**src/rtl/uart_rx_bit_timer.sv**
```systemverilog
// UART RX bit timer: per-bit oversampling counters, mid-bit sample strobes,
// bit/frame end strobes. Frame format and prescale are latched at frame start.
module uart_rx_bit_timer #(
    parameter int unsigned PRESCALE_W    = 6,
    parameter int unsigned BIT_CNT_W     = 4,
    parameter int unsigned MAX_DATA_BITS = 9
) (
    input  logic                  clk,
    input  logic                  rst,
    input  logic                  enable,
    input  logic                  restart,
    input  logic [PRESCALE_W-1:0] prescale,
    input  logic [3:0]            data_bits,
    input  logic                  par_en,
    input  logic                  two_stop,
    output logic [PRESCALE_W-1:0] edge_cnt,
    output logic [BIT_CNT_W-1:0]  bit_cnt,
    output logic                  sample_stb,
    output logic                  bit_done,
    output logic                  frame_done,
    output logic                  busy,
    output logic                  cfg_err
);

    typedef enum logic {IDLE, RUN} state_t;

    state_t                state_q, state_d;
    logic [PRESCALE_W-1:0] edge_q, edge_d;
    logic [BIT_CNT_W-1:0]  bit_q, bit_d;
    logic [PRESCALE_W-1:0] p_q, p_d;
    logic [PRESCALE_W-1:0] mid_q, mid_d;
    logic [BIT_CNT_W-1:0]  flen_q, flen_d;
    logic                  cfg_err_q, cfg_err_d;
    // Set on a rejected config; blocks retry until enable drops or restart.
    logic                  lock_q, lock_d;

    logic                  cfg_ok;
    logic [BIT_CNT_W-1:0]  flen_in;
    logic                  last_edge;
    logic                  last_bit;

    // Validate incoming configuration and derive the frame length.
    always_comb begin
        flen_in = BIT_CNT_W'(data_bits) + BIT_CNT_W'(par_en)
                + BIT_CNT_W'(two_stop) + BIT_CNT_W'(2);
        cfg_ok  = (prescale >= PRESCALE_W'(4))
               && (data_bits >= 4'd5)
               && (data_bits <= 4'(MAX_DATA_BITS));
    end

    // Output decode from registered counters and latched configuration.
    always_comb begin
        busy       = (state_q == RUN);
        last_edge  = (edge_q == p_q - PRESCALE_W'(1));
        last_bit   = (bit_q == flen_q - BIT_CNT_W'(1));
        bit_done   = busy && last_edge;
        frame_done = bit_done && last_bit;
        sample_stb = busy && ((edge_q == mid_q - PRESCALE_W'(1))
                           || (edge_q == mid_q)
                           || (edge_q == mid_q + PRESCALE_W'(1)));
        edge_cnt   = edge_q;
        bit_cnt    = bit_q;
        cfg_err    = cfg_err_q;
    end

    // Next-state logic: restart beats enable; enable low aborts but keeps cfg_err.
    always_comb begin
        state_d   = state_q;
        edge_d    = edge_q;
        bit_d     = bit_q;
        p_d       = p_q;
        mid_d     = mid_q;
        flen_d    = flen_q;
        cfg_err_d = cfg_err_q;
        lock_d    = lock_q;

        if (restart) begin
            state_d   = IDLE;
            edge_d    = '0;
            bit_d     = '0;
            cfg_err_d = 1'b0;
            lock_d    = 1'b0;
        end else if (!enable) begin
            state_d = IDLE;
            edge_d  = '0;
            bit_d   = '0;
            lock_d  = 1'b0;
        end else begin
            case (state_q)
                IDLE: begin
                    edge_d = '0;
                    bit_d  = '0;
                    if (!lock_q) begin
                        if (cfg_ok) begin
                            p_d     = prescale;
                            mid_d   = prescale >> 1;
                            flen_d  = flen_in;
                            state_d = RUN;
                        end else begin
                            cfg_err_d = 1'b1;
                            lock_d    = 1'b1;
                        end
                    end
                end
                RUN: begin
                    if (last_edge) begin
                        edge_d = '0;
                        if (last_bit) begin
                            bit_d   = '0;
                            state_d = IDLE;
                        end else begin
                            bit_d = bit_q + BIT_CNT_W'(1);
                        end
                    end else begin
                        edge_d = edge_q + PRESCALE_W'(1);
                    end
                end
                default: state_d = IDLE;
            endcase
        end
    end

    // State and counter registers with asynchronous clear.
    always_ff @(posedge clk or posedge rst) begin
        if (rst) begin
            state_q   <= IDLE;
            edge_q    <= '0;
            bit_q     <= '0;
            p_q       <= '0;
            mid_q     <= '0;
            flen_q    <= '0;
            cfg_err_q <= 1'b0;
            lock_q    <= 1'b0;
        end else begin
            state_q   <= state_d;
            edge_q    <= edge_d;
            bit_q     <= bit_d;
            p_q       <= p_d;
            mid_q     <= mid_d;
            flen_q    <= flen_d;
            cfg_err_q <= cfg_err_d;
            lock_q    <= lock_d;
        end
    end

endmodule

```
**config.mk**
```make
export PLATFORM = sky130hd
export DESIGN_NAME = uart_rx_bit_timer
export DESIGN_NICKNAME = d
export VERILOG_FILES = /design/src/rtl/uart_rx_bit_timer.sv
export SDC_FILE = /design/constraint.sdc
export NUM_CORES = 1
export LEC_CHECK = 0
export BUFFER_PORTS_ARGS = -buffer_cell sky130_fd_sc_hd__buf_2
export CAP_MARGIN = 20
export CORE_ASPECT_RATIO = 0.75
export CORE_MARGIN = 2
export CORE_UTILIZATION = 35
export CTS_CLUSTER_DIAMETER = 200
export DETAILED_ROUTE_END_ITERATION = 10
export HOLD_SLACK_MARGIN = 0.02
export SYNTH_ARGS = -nofsm -noshare
export SYNTH_HDL_FRONTEND = slang
export SYNTH_SLANG_ARGS = --single-unit
```
**constraint.sdc**
```tcl
create_clock -name clk -period 2.5 [get_ports clk]
set_clock_uncertainty 0.1 [all_clocks]
set_input_delay 0.125 -clock clk [delete_from_list [all_inputs] [get_ports clk]]
set_output_delay 0.125 -clock clk [all_outputs]
set_load 0.05 [all_outputs]
```
# Yosys cells after proc, flatten, opt, wreduce, memory -nomap -nowiden
# Cells that the tools add are included.
# Widths: inputs -> output; s select.
[word_totals]
register_bits = 28
latch_bits = 0
mem_bits_rw = 0
mem_bits_ro = 0
inputBits = 16
output_inout_bits = 15
wordCells = 69
n_memories = 0
[op_classes]
add_sub_neg = 9
n_mul = 0
n_div = 0
order_cmp = 3
eq_ne = 10
n_shift = 0
muxes = 26
n_bitwise = 3
reduce_logical = 10
[op_table]
columns = ["cell", "n"]
rows = [
  ["$eq 6x6->1", 3],
  ["$mux 6", 3],
  ["$mux 1", 16],
  ["$mux 4", 4],
  ["$pmux 6 s2", 1],
  ["$add 4x1->4", 2],
  ["$pmux 4 s2", 1],
  ["$add 5x1->6 const B", 1],
  ["$add 6x1->6 const B", 1],
  ["$eq 6x5->1", 1],
  ["$ge 6x3->1 const B", 1],
  ["$ne 2x2->1 const B", 3],
  ["$sub 5x1->6 const B", 1],
  ["$sub 6x1->6 const B", 1],
  ["$logic_and 1x1->1", 5],
  ["$reduce_and 5->1", 1],
  ["$add 4x1->4 const B", 1],
  ["$add 4x2->4 const B", 1],
  ["$eq 4x4->1", 1],
  ["$ge 4x3->1 const B", 1],
  ["$le 4x4->1 const B", 1],
  ["$ne 4x3->1 const B", 1],
  ["$reduce_and 4->1", 1],
  ["$sub 4x1->4 const B", 1],
  ["other kinds (5)", 8],
]

# Longest topological paths before layout
[logic_depth]
depth_word = 8
ltp_mapped = 8
depth_no_buf = 7

# Least setup slack after synthesis
# Ideal clock, no wire load.
[synth_path]
kind = "flip-flop to output port"
from = "register edge_q[2] (netlist: edge_cnt[2])"
to = "output port sample_stb"
t_arrival_ps = 2743
required_ps = 2275
slack_ps = -468
path_stages_with_launch = 7
path_buffers = 1
cell_sequence = "dfrtp_1 -> buf_2 -> xnor2_1 -> nor2_1 -> or4_1 -> or3_1 -> a31oi_1"
[synth_via]
elab_chain_cells = 4
elab_cells_between_ends = 6
cone_classes = "eq/ne (3); reduce/logical (3)"
[synth_lines]
columns = ["element", "line", "text"]
rows = [
  ["start: declaration", "28", "logic [PRESCALE_W-1:0] edge_q, edge_d;"],
  ["start signal: assignment", "136", "edge_q <= edge_d;"],
  ["$eq 6x6->1 or $eq 6x5->1 (tied branches)", "58, 59", ""],
  ["$logic_or 1x1->1", "59", "|| (edge_q == mid_q)"],
  ["$logic_or 1x1->1 *", "60", "|| (edge_q == mid_q + PRESCALE_W'(1)));"],
  ["$logic_and 1x1->1 *", "58", "sample_stb = busy && ((edge_q == mid_q - PRESCALE_W'(1))"],
  ["end: declaration", "18", "output logic sample_stb,"],
]
# Every way passes the cells marked *; elsewhere a longest branch is shown, timed or not.

==> reports/results.tsv <==
stage	metric	value	unit
outcome	outcome	complete, but fails checks	
outcome	violations	setup timing	
power	p_leak	1.01	nW
setup_path	end_kind	primary output	
sta	layout_setup_ws	-0.0153	ns
setup_path	timing.rr.start	p_q[1]$_DFFE_PP0P_	
sta	hold_viol	0	
worst_hold_path	hold-path-endpoint	flen_q[3]$_DFFE_PP0P_	
floorplan	die_h	64.6	µm
yosys	synthMuxAreaShare	4.52	%
layout	final_area	2170	µm²
drt	dr.pass1.iters	4	
worst_hold_path	hp-start	data_bits[3]	
yosys	async_flop_share	100	%
clock_network	path_clk_slew	0.08	ns
global_routing	grt_overflow	0	
layout	diodes	0	
global_routing	antenna_found_initial	0	
yosys	synth_top_area_share	33.6	%
global_routing	grtUsageTotal	15.3	%
yosys	ys_seq_elements	23	
place	dp_slack	0.0792	ns
layout	nets	257	
floorplan	initial_utilization	35.6	%
yosys	synth-compound-area-share	14.5	%
setup_path	worstPathMaxFanout	3	
setup_path	crit_path_start_kind	flip-flop	
place	portBuffers	30	
global_routing	grt_pass1_wl	6.66	mm
drt	drc	0	
floorplan	die_area	5480	µm²
clock_network	cts_buffers	3	
layout	utilization	45.1	%
clock_network	cts_num_sinks	23	
setup_path	r2r-end	bit_cnt[0]$_DFFE_PP0P_	
yosys	synth_area_leaders	dfrtp_1 (34%), xnor2_1 (8.2%), ha_1 (5.8%), xor2_1 (4.6%), inv_1 (3.5%)	
global_routing	grt_pass1_vias	1336	
global_routing	grt_max_degree	24	
sta	period_needed	2.52	ns
yosys	synth-edff-count	0	
yosys	yosys_warnings	0	
setup_path	ff2ff_setup_slack	0.25	ns
setup_path	critPathArrivalTime	2.29	ns
clock_network	htreeDepth	1	
sta	slew_headroom	38.8	%
setup_path	timing.critical_path.required	2.28	ns
yosys	synth_cell_types	46	
worst_hold_path	hp-class	in -> reg	
layout	synthToLayoutAreaGrowth	26.8	%
sta	setup_viol	1	
clock_network	cts_tree	yes	
drt	vias_per_cell	4.90	
place	placed_cell_area	2000	µm²
sta	finalCritPeriodShare	101	%
worst_hold_path	whs_path_depth	3	
drt	wl	3.92	mm
drt	wl_per_cell	13.5	µm
floorplan	rows	22	
layout	fillers	474	
sta	worstMarginPinSlew	0.917	ns
floorplan	core_area	4820	µm²
yosys	ys_seq_area_share	33.6	%
yosys	synthFlopType	dfrtp_1	
yosys	synthAdderAreaFrac	7.00	%
floorplan	fp.dieW	84.8	µm
yosys	synth_top_family_by_area	simple AND/OR/NAND/NOR gates	
sta	rsz0062_at_grt	true	
job	drv_cap	0	
power	power_density	655	nW/µm²
power	ir_drop	0.000371	V
drt	antenna_left	0	
drt	drtIter0Drc	73	
layout	drive_gt1_share	29.0	%
yosys	synth_area_leader_cell	dfrtp_1	
setup_path	reg2reg_depth	7	
yosys	synth_area	1720	µm²
yosys	synthSimpleGateAreaFrac	19.0	%
place	place.gp.congestion	0.828	
clock_network	ctsRootBufferMaster	clkbuf_8	
clock_network	cts.path.max_buffers	2	
yosys	synth_nets	209	
yosys	synthesis.instances	184	
place	hpwl	3.09	mm
setup_path	critical_path_class	reg -> out	
yosys	synth-xor-area-share	15.1	%
floorplan	io_pins	31	
sta	slew_violations	0	
drt	dr_total_vias	1426	
yosys	postSynthAreaPerCell	9.32	µm²
sta	timing.fmax	398	MHz
clock_network	clk_latency	0.26	ns
worst max-delay path: stages, from the launching register on:
cell,delay (ns)
dfrtp_1,0.39
inv_2,0.09
ha_4,0.21
xnor2_2,0.13
or4_4,0.51
or3_4,0.39
a31oi_4,0.14
buf_6,0.17
power breakdown:
| group | switching (mW) | internal (mW) | total [mW] | leakage, nW |
|---|---|---|---|---|
| clock | 0.118 | 0.111 | 0.230 | 0.0255 |
| combinational | 0.369 | 0.355 | 0.724 | 0.677 |
| sequential | 0.0475 | 0.423 | 0.471 | 0.302 |
| total | 0.535 | 0.890 | 1.42 | 1.01 |
kinds of logic (layout without fill, tap and decap cells):
logic type | Yosys count | after routing
compound gates | 36 | 36
xor+xnor | 27 | 27
fa+ha+maj | 9 | 9
buf+inv | 23 | 70
flops | 23 | 23
mux | 7 | 7
simple gates | 59 | 59
Yosys cell counts (2+ instances only):
cell type,instances
dfrtp_1,23
inv_1,16
xnor2_1,16
nand2_1,13
xor2_1,9
a21oi_1,8
ha_1,8
nor2_1,8
nor3_1,8
o21ai_0,8
nand3_1,5
a31oi_1,4
mux2_2,4
nand4_1,4
nor2b_1,4
a21boi_0,3
buf_2,3
nor3b_1,3
or3_1,3
and2_1,2
and3_1,2
buf_6,2
mux2_1,2
o211ai_1,2
o31ai_1,2
or4_1,2
stage by stage:
step	setup TNS, ns	hold WS [ns]	power (mW)	instances
6_report	-0.0153	0.0742	1.42	291
3_5_place_dp	0	0.257	1.14	279
2_1_floorplan	-0.0788	0.0269	0.969	184
4_1_cts	-0.00989	0.0761	1.41	291
5_1_grt	-0.181	0.101	1.55	291
3_3_place_gp	0	0.254	1.13	279
layout by cell type, fill, tap and decap left out, types with 5 or more instances in the layout:
master         Yosys  layout
nand3_1            5       5
a21oi_1            8       8
xor2_1             9       9
buf_2              3      28
ha_1               8       7
dlygate4sd3_1      0       8
inv_1             16      14
nor2_1             8       8
dfrtp_1           23      23
buf_4              1      13
o21ai_0            8       7
nor3_1             8       8
xnor2_1           16      15
nand2_1           13      13
final cells by class:
cell class / count / area, µm² / area share, %
clock buffer: 3 / 41.3 / 1.90
clock inverter: 1 / 5.00 / 0.230
inverter: 16 / 60.1 / 2.76
multi-input combinational: 138 / 1090 / 50.1
sequential: 23 / 576 / 26.5
tap: 60 / 75.1 / 3.45
timing repair buffer: 50 / 329 / 15.1
routing by layer:
layer  vias up  global-route usage (%)  part of all wire (%)
met5         -                       0                     0
met4         0                    1.79                  0.20
li1        739                       -                     -
met3         2                    3.69                   4.1
met2        25                    22.5                    42
met1       660                    23.1                    54
how the worst max path moves through the flow:
stage / start / end / slack [ns] / depth (start not counted)
2_1_floorplan: edge_cnt[2]$_DFF_PP0_ / sample_stb / -0.08 / 6
3_3_place_gp: p_q[1]$_DFFE_PP0P_ / sample_stb / 0.09 / 7
3_5_place_dp: p_q[1]$_DFFE_PP0P_ / sample_stb / 0.08 / 7
4_1_cts: p_q[1]$_DFFE_PP0P_ / sample_stb / -0.01 / 7
5_1_grt: p_q[1]$_DFFE_PP0P_ / sample_stb / -0.12 / 7
6_report: p_q[1]$_DFFE_PP0P_ / sample_stb / -0.02 / 7
timing repair:
| action | 4_1_cts | 5_1_grt |
|---|---|---|
| hold endpoints to repair | 30 | 0 |
| pin swaps | 3 | 0 |
| cloned | 0 | 0 |
| endpoints found under the setup margin | 2 | 3 |
| gates resized for setup | 7 | 6 |
| setup buffers | 0 | 0 |
| hold buffers | 8 | 0 |
state kept, by name, summed over array words and instances (netlist names):
| register | count |
|---|---|
| edge_cnt | 6 |
| p_q | 6 |
| bit_cnt | 4 |
| flen_q | 4 |
| busy | 1 |
| cfg_err | 1 |
| lock_q | 1 |
No activity file was read; power rests on OpenSTA's default activity.
